### src/rtl/logic_op_pkg.sv
// Shared definitions for the logic-unit command issuer: opcode values,
// issue FSM state encoding, default operand width and the golden model
// used to self-check results coming back from the logic unit.
package logic_op_pkg;

  localparam int unsigned DEF_DATA_W = 4;

  localparam logic [1:0] OP_AND = 2'd0;
  localparam logic [1:0] OP_OR  = 2'd1;
  localparam logic [1:0] OP_XOR = 2'd2;
  localparam logic [1:0] OP_NOT = 2'd3;

  typedef enum logic [1:0] {
    IDLE  = 2'd0,
    ISSUE = 2'd1,
    CAPT  = 2'd2
  } state_t;

  // Expected logic unit output; b is ignored for OP_NOT.
  function automatic logic [DEF_DATA_W-1:0] logic_ref(
    input logic [DEF_DATA_W-1:0] a,
    input logic [DEF_DATA_W-1:0] b,
    input logic [1:0]            f
  );
    case (f)
      OP_AND:  return a & b;
      OP_OR:   return a | b;
      OP_XOR:  return a ^ b;
      default: return ~a;
    endcase
  endfunction

endpackage

### src/rtl/logic_cmd_fifo.sv
// Command FIFO: DEPTH entries of W bits, head visible combinationally.
// Ports: push/wr_data write when not full; pop advances the head when not
//        empty; rd_data is the current head; count/full/empty report
//        occupancy. Asynchronous active-high reset empties the FIFO.
module logic_cmd_fifo #(
  parameter int unsigned W     = 10,
  parameter int unsigned DEPTH = 4
) (
  input  logic                     clk,
  input  logic                     rst,
  input  logic                     push,
  input  logic [W-1:0]             wr_data,
  input  logic                     pop,
  output logic [W-1:0]             rd_data,
  output logic [$clog2(DEPTH):0]   count,
  output logic                     full,
  output logic                     empty
);

  localparam int unsigned AW = $clog2(DEPTH);
  localparam int unsigned CW = AW + 1;

  logic [W-1:0]  mem [DEPTH];
  logic [AW-1:0] wr_ptr;
  logic [AW-1:0] rd_ptr;
  logic          push_ok;
  logic          pop_ok;

  assign full    = (count == CW'(DEPTH));
  assign empty   = (count == '0);
  assign push_ok = push && !full;
  assign pop_ok  = pop && !empty;
  assign rd_data = mem[rd_ptr];

  // Storage carries no reset; only pointers and occupancy define validity.
  always_ff @(posedge clk) begin
    if (push_ok) mem[wr_ptr] <= wr_data;
  end

  // Pointers wrap naturally since DEPTH is a power of two.
  always_ff @(posedge clk or posedge rst) begin
    if (rst) begin
      wr_ptr <= '0;
      rd_ptr <= '0;
      count  <= '0;
    end else begin
      if (push_ok) wr_ptr <= wr_ptr + AW'(1);
      if (pop_ok)  rd_ptr <= rd_ptr + AW'(1);
      case ({push_ok, pop_ok})
        2'b10:   count <= count + CW'(1);
        2'b01:   count <= count - CW'(1);
        default: count <= count;
      endcase
    end
  end

endmodule

### src/rtl/logic_op_issuer.sv
// Command-side driver for the registered logic unit. Buffers commands in a
// FIFO, issues one at a time on unit_a/unit_b/unit_f, captures unit_out two
// edges later, checks it against the golden model and offers it on the
// result port.
// Ports: cmd_* valid/ready command input; unit_* drive the logic unit and
//        unit_out is its registered output; res_* valid/ready result output
//        with the producing opcode; err is a sticky mismatch flag; count is
//        FIFO occupancy.
module logic_op_issuer
  import logic_op_pkg::*;
#(
  parameter int unsigned DATA_W = DEF_DATA_W,
  parameter int unsigned DEPTH  = 4
) (
  input  logic                   clk,
  input  logic                   rst,
  input  logic                   cmd_valid,
  output logic                   cmd_ready,
  input  logic [DATA_W-1:0]      cmd_a,
  input  logic [DATA_W-1:0]      cmd_b,
  input  logic [1:0]             cmd_f,
  output logic [DATA_W-1:0]      unit_a,
  output logic [DATA_W-1:0]      unit_b,
  output logic [1:0]             unit_f,
  input  logic [DATA_W-1:0]      unit_out,
  output logic                   res_valid,
  input  logic                   res_ready,
  output logic [DATA_W-1:0]      res_data,
  output logic [1:0]             res_f,
  output logic                   err,
  output logic [$clog2(DEPTH):0] count
);

  localparam int unsigned FW = 2 * DATA_W + 2;
  localparam int unsigned RW = DEF_DATA_W;

  state_t             state;
  state_t             next_state;
  logic               issue_c;
  logic               fifo_full;
  logic               fifo_empty;
  logic [FW-1:0]      head;
  logic [DATA_W-1:0]  head_a;
  logic [DATA_W-1:0]  head_b;
  logic [1:0]         head_f;
  logic [1:0]         op;
  logic [DATA_W-1:0]  expected;

  assign cmd_ready = !fifo_full;
  assign {head_a, head_b, head_f} = head;

  logic_cmd_fifo #(
    .W     (FW),
    .DEPTH (DEPTH)
  ) u_fifo (
    .clk     (clk),
    .rst     (rst),
    .push    (cmd_valid),
    .wr_data ({cmd_a, cmd_b, cmd_f}),
    .pop     (issue_c),
    .rd_data (head),
    .count   (count),
    .full    (fifo_full),
    .empty   (fifo_empty)
  );

  // State register.
  always_ff @(posedge clk or posedge rst) begin
    if (rst) state <= IDLE;
    else     state <= next_state;
  end

  // Issue only when the result slot is free or being emptied this cycle.
  always_comb begin
    next_state = state;
    issue_c    = 1'b0;
    case (state)
      IDLE: begin
        if (!fifo_empty && (!res_valid || res_ready)) begin
          issue_c    = 1'b1;
          next_state = ISSUE;
        end
      end
      ISSUE:   next_state = CAPT;
      CAPT:    next_state = IDLE;
      default: next_state = IDLE;
    endcase
  end

  // Unit drive, golden expectation, result slot and sticky error.
  always_ff @(posedge clk or posedge rst) begin
    if (rst) begin
      unit_a    <= '0;
      unit_b    <= '0;
      unit_f    <= '0;
      op        <= '0;
      expected  <= '0;
      res_valid <= 1'b0;
      res_data  <= '0;
      res_f     <= '0;
      err       <= 1'b0;
    end else begin
      if (issue_c) begin
        unit_a   <= head_a;
        unit_b   <= head_b;
        unit_f   <= head_f;
        op       <= head_f;
        expected <= DATA_W'(logic_ref(RW'(head_a), RW'(head_b), head_f));
      end
      if (res_valid && res_ready) res_valid <= 1'b0;
      // The slot is always free here because IDLE only issued into a free slot.
      if (state == CAPT) begin
        res_valid <= 1'b1;
        res_data  <= unit_out;
        res_f     <= op;
        if (unit_out != expected) err <= 1'b1;
      end
    end
  end

endmodule
### config.mk
export PLATFORM = sky130hd
export DESIGN_NAME = logic_op_issuer
export DESIGN_NICKNAME = d
export VERILOG_FILES = /design/src/rtl/logic_op_pkg.sv /design/src/rtl/logic_cmd_fifo.sv /design/src/rtl/logic_op_issuer.sv
export SDC_FILE = /design/constraint.sdc
export NUM_CORES = 1
export LEC_CHECK = 0
export CORE_ASPECT_RATIO = 1.75
export CORE_MARGIN = 2
export CORE_UTILIZATION = 40
export CTS_BUF_LIST = sky130_fd_sc_hd__clkbuf_16
export CTS_CLUSTER_SIZE = 24
export DETAILED_ROUTE_END_ITERATION = 16
export PLACE_DENSITY = 0.61
export SYNTH_ARGS = -nofsm -noshare
export SYNTH_HDL_FRONTEND = slang
export SYNTH_HIERARCHICAL = 1
export SYNTH_SLANG_ARGS = --single-unit
### constraint.sdc
create_clock -name clk -period 3 [get_ports clk]
set_clock_uncertainty 0.1 [all_clocks]
set_input_delay 0.6 -clock clk [delete_from_list [all_inputs] [get_ports clk]]
set_output_delay 0.6 -clock clk [all_outputs]
set_load 0.01 [all_outputs]
# Word level (Yosys, flattened, before mapping)
# Memory sizes are Yosys's and may differ from the RTL's.
# Index checks and enable logic that the tools add are counted.
classes:
  add_sub_neg: 4
  n_eq_ne: 9
  n_mux: 10
  bitwise: 4
  n_reduce_logical: 14
ops:
  columns: ["operator", "count"]
  rows:
  - ["$pmux W4 S3", 1]
  - ["$eq A2 B1 Y1 const B", 3]
  - ["$eq A2 B2 Y1 const B", 3]
  - ["$mux W1", 6]
  - ["$pmux W3 S2", 1]
  - ["$add A2 B1 Y2 const B", 2]
  - ["$and A4 B4 Y4", 1]
  - ["$logic_and A1 B1 Y1", 4]
  - ["$logic_not A2 Y1", 2]
  - ["$ne A4 B4 Y1", 1]
  - ["$not A4 Y4", 1]
  - ["$or A4 B4 Y4", 1]
  - ["$pmux W2 S2", 1]
  - ["$reduce_bool A2 Y1", 2]
  - ["$xor A4 B4 Y4", 1]
  - ["$add A3 B1 Y3 const B", 1]
  - ["$eq A3 B3 Y1 const B", 1]
  - ["$logic_not A1 Y1", 3]
  - ["$logic_not A3 Y1", 1]
  - ["$sub A3 B1 Y3 const B", 1]
  - ["$mux W2", 1]
  - ["$ne A2 B2 Y1 const B", 1]
  - ["$reduce_and A2 Y1", 1]
  - ["$logic_or A1 B1 Y1", 1]
totals:
  regBits: 31
  ramBits: 40
  input_bits: 18
  out_inout_bits: 22
  word_cells: 54
  mem_count: 1
memory_table:
  columns: ["name", "depth", "word_bits", "rd", "rd_clocked_by_memory_dff", "write_ports", "line_no", "text"]
  rows:
  - ["u_fifo.mem", 4, 10, 1, 0, 1, "logic_cmd_fifo.sv:23", "logic [W-1:0] mem [DEPTH];"]

# Longest topological paths before layout
# Gate-level depths: netlist (run 1).
depth:
  depth_word: 8
  mapped_depth: 11

# Cells and area by module
# The synthesis (run 1) kept the hierarchy.
modules_own_cells:
  columns: ["module", "n_inst", "cells_per_inst", "area_each_um2"]
  rows:
  - ["logic_cmd_fifo", 1, 90, 1889.3]
  - ["logic_op_issuer", 1, 98, 1218.7]

# Worst setup path before layout (run 1)
# OpenSTA, ideal clock, no wires.
synth_timing:
  path_kind: "register -> register"
  startpoint: "reg u_fifo.count[0]"
  endpoint: "reg u_fifo.count[2]"
  arrival_time_ns: 2.403
  required_ns: 2.821
  setup_slack_ns: 0.418
  path_stages_with_launch: 12
  cell_sequence: "dfrtp_1 nor3_1 or4_4 buf_6 clkinv_8 o31a_2 ha_1 inv_1 fa_1 xor2_1 nor2_1 xor2_1"
synth_between:
  elab_chain_len: 8
  elab_cells_between_ends: 15
  cone_classes: "add/sub (2); eq/ne (3); mux (3); reduce/logical (7)"
synth_lines:
  columns: ["item", "line_no", "text"]
  rows:
  - ["start: declaration", "logic_cmd_fifo.sv:15", "output logic [$clog2(DEPTH):0] count,"]
  - ["start signal: assignment", "logic_cmd_fifo.sv:50", "2'b10: count <= count + CW'(1);"]
  - ["start signal: assignment", "logic_cmd_fifo.sv:51", "2'b01: count <= count - CW'(1);"]
  - ["start signal: assignment", "logic_cmd_fifo.sv:52", "default: count <= count;"]
  - ["$logic_not A3 Y1 (*)", "logic_cmd_fifo.sv:30", "assign empty = (count == '0);"]
  - ["named net fifo_empty", "logic_op_issuer.sv:41", "logic fifo_empty;"]
  - ["$logic_not A1 Y1 (*)", "logic_op_issuer.sv:79", "if (!fifo_empty && (!res_valid || res_ready)) begin"]
  - ["$logic_and A1 B1 Y1 (*)", "logic_op_issuer.sv:79", null]
  - ["$mux W1 (*)", "logic_op_issuer.sv:79", null]
  - ["$mux W1 (*)", "logic_op_issuer.sv:77", "case (state)"]
  - ["named net issue_c", "logic_op_issuer.sv:39", "logic issue_c;"]
  - ["$logic_and A1 B1 Y1 (*)", "logic_cmd_fifo.sv:32", "assign pop_ok = pop && !empty;"]
  - ["named net u_fifo.pop_ok", "logic_cmd_fifo.sv:27", "logic pop_ok;"]
  - ["$eq A2 B1 Y1 / $eq A2 B2 Y1 (equally long branches)", "logic_cmd_fifo.sv:49", "case ({push_ok, pop_ok})"]
  - ["$pmux W3 S2 / $reduce_bool A2 Y1 (equally long branches)", null, null]
# Mark *: on every way through the listed nets, which the timed path passes. The rest lies on a longest branch.
# A chain may end at the register's enable or synchronous reset.

# Worst setup path in the final report (run 1)
layout_timing:
  startpoint: "in res_ready"
  endpoint: "reg u_fifo.count[2]"
layout_between:
  elab_chain_len: 7
  elab_cells_between_ends: 9
  cone_classes: "eq/ne (2); mux (3); reduce/logical (4)"
layout_lines:
  columns: ["item", "line_no", "text"]
  rows:
  - ["start: declaration", "logic_op_issuer.sv:27", "input logic res_ready,"]
  - ["$logic_or A1 B1 Y1 (*)", "logic_op_issuer.sv:79", null]
  - ["$logic_and A1 B1 Y1 (*)", "logic_op_issuer.sv:79", null]
  - ["$mux W1 (*)", "logic_op_issuer.sv:79", null]
  - ["$mux W1 (*)", "logic_op_issuer.sv:77", null]
  - ["named net issue_c", "logic_op_issuer.sv:39", null]
  - ["$logic_and A1 B1 Y1 (*)", "logic_cmd_fifo.sv:32", null]
  - ["named net u_fifo.pop_ok", "logic_cmd_fifo.sv:27", null]
  - ["$eq A2 B1 Y1 / $eq A2 B2 Y1 (equally long branches)", "logic_cmd_fifo.sv:49", null]
  - ["$pmux W3 S2 / $reduce_bool A2 Y1 (equally long branches)", null, null]
# Marked as above.

==> flow_summary_export.csv, run 1 <==
group,metric,value,unit
logic_synthesis,synth-edff-count,40,
critical_path,worst-endpoint-required,3150,ps
logic_synthesis,ys.warnings.count,6,
pwr,p_leak,1.607,nW
routing,vias,1618,
logic_synthesis,synthesized_area_divided_by_synthesized_cell_count,16.53,um^2
global_route,grt_first_pass_wirelength,8.086,mm
finish,final_cells,331,
finish,diodes,0,
routing,detail_route.first_pass.iterations,4,
critical_path,worstReg2RegEnd,"u_fifo/count[2]",
critical_path,crit_path_cell_trace,"clkdlybuf4s50_1, nor2b_1, or4_4, clkinv_8, o31a_2, ha_1, inv_1, fa_1, xor2_1, nor2_1, xor2_1",
clock_tree,clockBufferDepth,2,
pwr,comb_power_share,0.407,
clock_tree,cts_root_buffer,"clkbuf_16",
clock_tree,tritoncts,"done",
critical_path,cp_slowest_cell,"or4_4",
clock_tree,path_clk_slew,50,ps
finish,final_net_count,271,
sta,finalHoldViolCount,0,
critical_path,reg2reg_from,"u_fifo/count[0]",
routing,drtAntennaViolNets,0,
clock_tree,hold_buffers,0,
placement,hpwl_detailed,3.594,mm
clock_tree,post_cts_resize_count,0,
critical_path,ff2ff_path_depth,10,
routing,drt-total-wl,4.913,mm
pwr,power.share.switching,0.3003,
clock_tree,tritoncts_num_sinks,71,
worst_hold_path,hp-class,"reg2reg",
sta,finalCritPeriodShare,0.8762,
placement,numPlacedInstances,316,
logic_synthesis,synth_area,3108,um^2
floorplan,start_util,0.4107,
worst_hold_path,holdPathStages,1,
sta,layout_min_cycle_time,2629,ps
pwr,power.sequential.fraction,0.352,
logic_synthesis,synth_seq_area_share,0.6361,
global_route,globalRoute.totalOverflow,0,
sta,grt_setup_unrepaired,"no",
floorplan,die_height,120.6,um
critical_path,flop_to_flop_setup_slack,510,ps
clock_tree,postCtsSetupRepairBufs,0,
critical_path,cp-end-kind,"flip-flop",
placement,gp_routability_congestion,0.7322,
routing,drt-wirelength-per-cell,14.84,um
sta,tightest_hold_margin,352.6,ps
sta,worst-slew-pin-transition,506.6,ps
worst_hold_path,min-delay-start,"err",
logic_synthesis,synth_nets,220,
logic_synthesis,synthCells,188,
clock_tree,cts_buffers,9,
floorplan,die_area,8519,um^2
routing,drt_iter0_drc,56,
worst_hold_path,min_delay_worst_endpoint,"err",
logic_synthesis,synth_area_leader_cell,"edfxtp_1",
logic_synthesis,postSynthRegisterBits,71,
logic_synthesis,synthDistinctLibCells,28,
sta,setup_violations,0,
pwr,psw,1.346,mW
critical_path,setup.worst_path.class,"in2reg",
logic_synthesis,synth.top_cells.by_area,"edfxtp_1 (39%), dfrtp_1 (25%), mux4_2 (10%)",
critical_path,critPathLaunchType,"input port",
pwr,irDropWorstVdd,450.8,uV
global_route,via_count_of_the_first_global_routing_pass,1657,
pwr,power-per-cell-area,1144,nW/um^2
finish,drive_above_1_share,0.1975,
job,max-cap-violations,0,
critical_path,critical_path_arrival,2780,ps
pwr,share_clk_of_total_power,0.241,
routing,drc_errors,0,
critical_path,timing.critical_path.mode_cell,"xor2_1",
routing,route.detailed.vias_per_inst,4.888,
floorplan,boundaryPins,40,
critical_path,critical-path-max-stage-delay,470,ps
clock_tree,cts.htree.levels,3,
pwr,power.internal,3.135,mW
clock_tree,insertion_delay,330,ps
sta,setup_tns,0,ps
critical_path,crit_path_max_fanout,2,
global_route,antenna_violations_before_repair,0,
floorplan,rows,42,
logic_synthesis,ys_dominant_reg_cell,"edfxtp_1",
finish,fillerInstances,670,
finish,area_growth_syn_to_layout,26.05,%
logic_synthesis,synth_top_area_frac,0.3865,
logic_synthesis,post-synth-top-count-cell,"edfxtp_1",
floorplan,chipWidth,70.64,um
run_status,run_status,"complete, no violations",
sta,final_max_slew_viol_count,0,
logic_synthesis,post_synth_most_frequent_cells,"edfxtp_1 (40), dfrtp_1 (31), inv_1 (22)",
sta,slew-limit-headroom,0.6623,
placement,io_buffer_count,39,
logic_synthesis,synth-async-reset-ratio,0.4366,
global_route,track_usage,0.1289,
floorplan,core_area,7567,um^2
sta,max_clock_freq,380.4,MHz
global_route,grt_start_max_net_pins,25,
[cell usage in the layout (no fill, tap or decap)]
master            n
and2_2            4
clkbuf_16         9
or4_4             1
nand4_1           1
mux2_1            8
and2b_1           1
nand2_1          19
clkinv_1          1
a21o_1            1
nor3b_4           1
fa_1              1
nor2b_4           1
clkinv_8          1
o31a_2            1
ha_1             13
mux2_4            7
edfxtp_1         40
bufinv_16         2
clkinv_2          2
buf_4             5
mux4_2           14
mux2i_1           1
xor2_1            3
clkdlybuf4s50_1  39
nor2_1            1
inv_1            23
dfrtp_1          31
nand2b_1          2
xnor2_1           7
nor3_1            1
nor2b_1           2
[metrics by stage]
stage	worst slack [ps]	power [mW]	util	instance area (um^2)
finish	371.3	4.481	0.5177	3918
global route	235.4	4.769	0.5177	3918
CTS	360.1	4.571	0.5177	3918
detailed placement	36.69	3.465	0.4777	3615
global placement	61.70	3.431	0.4777	3615
floorplan	418.2	2.855	-	3108
[power groups by stage]
stage / Sequential (mW) / Clock [mW] / Combinational (mW)
after floorplan: 1.61 / 0 / 1.25
after global placement: 1.60 / 0 / 1.83
after detailed placement: 1.60 / 0 / 1.86
after CTS: 1.59 / 1.11 / 1.87
after global routing: 1.62 / 1.15 / 2.00
final: 1.58 / 1.08 / 1.82
[kinds of logic after synthesis]
group | Yosys count | synth area share
muxes | 30 | 0.1675
DFF | 71 | 0.6361
AOI/OAI and AO/OA | 2 | 0.005637
buffers and inverters | 27 | 0.04187
adders and majority gates | 14 | 0.05878
xor gates and xnor gates | 10 | 0.02818
and+or+nand+nor | 34 | 0.06200
[how the worst max path moves through the flow]
stage	from	slack (ps)	end	cells after the start
2_1_floorplan	u_fifo/count[0]	420	u_fifo/count[2]	11
3_3_place_gp	res_ready	60	u_fifo/count[2]	11
3_5_place_dp	res_ready	40	u_fifo/count[2]	11
4_1_cts	res_ready	360	u_fifo/count[2]	11
5_1_grt	res_ready	240	u_fifo/count[2]	11
6_report	res_ready	370	u_fifo/count[2]	11
[sequential cells by signal, summed over array words and instances (netlist names)]
name           flops
unit_b             4
state              2
err                1
expected           4
res_valid          1
u_fifo/count       3
res_data           4
u_fifo/rd_ptr      2
u_fifo/wr_ptr      2
u_fifo/mem        40
unit_a             4
op                 2
res_f              2
[routing by layer]
layer,vias to the layer above,global-route usage,part of all wire
li1,762,-,-
met1,809,0.1420,0.40
met2,34,0.2129,0.53
met3,13,0.02000,0.028
met4,0,0.1108,0.044
met5,-,0,0
[critical path, delay by kind of cell]
family	cells	cell delay, ps
buffers and inverters	3	580
AOI/OAI and AO/OA	1	140
and+or+nand+nor	3	630
xor gates and xnor gates	2	310
adders and majority gates	2	540
[area by class of cell]
class / instances / area [um^2] / area share
Inverter: 23 / 98.84 / 0.02523
Clock buffer: 9 / 225.2 / 0.05749
Multi-Input combinational cell: 90 / 1001 / 0.2555
Timing Repair Buffer: 44 / 427.9 / 0.1092
Clock inverter: 6 / 77.57 / 0.01980
Sequential cell: 71 / 1977 / 0.5046
Tap cell: 88 / 110.1 / 0.02811
Note: power is estimated with default switching activity, not from simulation.
==> inputs of run 2 (changes only) <==
ABC_CLOCK_PERIOD_IN_PS = 3000   (was default)
CORE_UTILIZATION = 55   (was 40)
PLACE_DENSITY = 0.79   (was 0.61)
==> run 2 against run 1 <==
Effect of this change:
- power is 0.46% higher
- highest routed layer unchanged
- count of clock-buffer cells in the layout unchanged
- non-clock buffer count fell by 1
- flip-flop and latch count unchanged
- routed wire length grew 0.98%
- largest cell class unchanged
- core utilization is 19 points higher
- final cell count decreased by 3.6%
- register-to-register slack worse by 40 ps
- sequential power barely moved
- clock power is essentially flat
- worst hold slack better by 8.1 ps
- via count is 0.49% higher
==> flow_summary_export.csv, run 2 (synthesis gave the netlist of run 1 again) <==
group,metric,value,unit
clock_tree,cts.htree.levels,3,
routing,drtAntennaViolNets,0,
critical_path,critPathLaunchType,"input port",
finish,fillerInstances,370,
floorplan,die_height,103.4,um
floorplan,chipWidth,60.83,um
finish,top_register,"u_fifo/mem",
sta,setup_tns,0,ps
sta,worst-slew-pin-transition,880.3,ps
clock_tree,post_cts_resize_count,0,
placement,gp_routability_congestion,0.6984,
routing,drc_errors,0,
finish,final_common_cell,"edfxtp_1",
routing,vias,1626,
pwr,power-per-cell-area,1155,nW/um^2
routing,drt-total-wl,4.961,mm
global_route,antenna_violations_before_repair,0,
floorplan,core_area,5495,um^2
finish,number_of_flip_flops_in_the_largest_register,40,
worst_hold_path,hp-class,"reg2reg",
worst_hold_path,min-delay-start,"err",
floorplan,start_util,0.5656,
sta,setup_violations,0,
clock_tree,path_clk_slew,60,ps
critical_path,setup.worst_path.class,"in2reg",
routing,route.detailed.vias_per_inst,5.097,
global_route,globalRoute.totalOverflow,0,
finish,area_growth_syn_to_layout,25.44,%
run_status,run_status,"complete, no violations",
critical_path,worst-endpoint-required,3150,ps
job,max-cap-violations,0,
clock_tree,postCtsSetupRepairBufs,0,
finish,multi_input_logic_area,1001,um^2
global_route,grt_start_max_net_pins,25,
sta,tightest_hold_margin,360.7,ps
finish,final_net_count,270,
clock_tree,cts_root_buffer,"clkbuf_16",
sta,finalHoldViolCount,0,
global_route,track_usage,0.1925,
sta,grt_setup_unrepaired,"no",
placement,io_buffer_count,39,
clock_tree,clockBufferDepth,2,
routing,drt_iter0_drc,37,
pwr,irDropWorstVdd,661.8,uV
clock_tree,insertion_delay,320,ps
sta,layout_min_cycle_time,2673,ps
finish,drive_above_1_share,0.2058,
global_route,via_count_of_the_first_global_routing_pass,1755,
clock_tree,tritoncts,"done",
floorplan,rows,36,
finish,highest_count_cells_in_the_layout_ignoring_fill_and_taps,"edfxtp_1 (40), clkdlybuf4s50_1 (39), dfrtp_1 (31)",
global_route,grt_first_pass_wirelength,8.300,mm
critical_path,startpoint,"res_ready",
finish,sequential_cell_area,1977,um^2
finish,diodes,0,
sta,finalCritPeriodShare,0.8909,
sta,max_clock_freq,374.2,MHz
routing,drt-wirelength-per-cell,15.55,um
finish,fin_util,0.7095,
clock_tree,hold_buffers,0,
critical_path,crit_path_max_fanout,2,
floorplan,die_area,6292,um^2
floorplan,boundaryPins,40,
clock_tree,cts_buffers,9,
critical_path,critical_path_arrival,2820,ps
placement,placement.cell_area,3592,um^2
sta,slew-limit-headroom,0.4125,
critical_path,cp-end-kind,"flip-flop",
placement,hpwl_detailed,3.508,mm
clock_tree,tritoncts_num_sinks,71,
sta,final_max_slew_viol_count,0,
routing,detail_route.first_pass.iterations,4,
critical_path,reg2reg_from,"u_fifo/count[0]",
finish,final_area,3899,um^2
pwr,p_leak,1.594,nW
## run 2: cell count changes in the layout (fill, tap and decap cells not counted)
cell	delta
inv_6	+2
bufinv_16	-1
clkinv_2	-2
clkinv_1	-1
clkinvlp_4	+1
clkinv_4	+3
buf_4	-1
inv_1	-1
## run 2: worst max-delay path, cell delays in order
cell and delay, ps:
clkdlybuf4s50_1 460, nor2b_1 50, or4_4 470, clkinv_8 60
o31a_2 150, ha_1 180, inv_1 60, fa_1 370
xor2_1 150, nor2_1 110, xor2_1 160
## run 2: routing by layer
layer	GRT usage	part of all wire	up-vias	routed length, um
met5	0	0	-	0
met3	0.05721	0.034	10	168
met1	0.2083	0.36	814	1807
met4	0.09532	0.020	0	100
li1	-	-	761	-
met2	0.3333	0.58	41	2884
## run 2: path summary, 6_finish.rpt
check                      depth (start not counted)               to  slack, ps
setup / recovery                                  11  u_fifo/count[2]        330
hold / removal                                     1              err        360
setup reg to reg                                  10  u_fifo/count[2]        470
hold reg to reg                                    1              err        360
max in group asynchronous                          2      res_data[2]       1560
min in group asynchronous                          2  u_fifo/count[0]        440
## run 2: cell type report
class,count,area share
Sequential cell,71,0.5071
Multi-Input combinational cell,90,0.2567
Inverter,23,0.02535
Tap cell,76,0.02439
Timing Repair Buffer,43,0.1078
Clock inverter,7,0.02086
Clock buffer,9,0.05777
## run 2: stage by stage
step | setup WS (ps) | std cells | power, mW
2_1_floorplan | 418.2 | 188 | 2.855
3_3_place_gp | 77.21 | 303 | 3.403
3_5_place_dp | 2.384 | 303 | 3.465
4_1_cts | 337.5 | 319 | 4.582
5_1_grt | 202.6 | 319 | 4.827
6_report | 327.4 | 319 | 4.502
## run 2: where the power goes
part | switching, mW | internal (mW)
sequential | 0.201 | 1.38
clock | 0.400 | 0.652
combinational | 0.820 | 1.05
total | 1.42 | 3.08
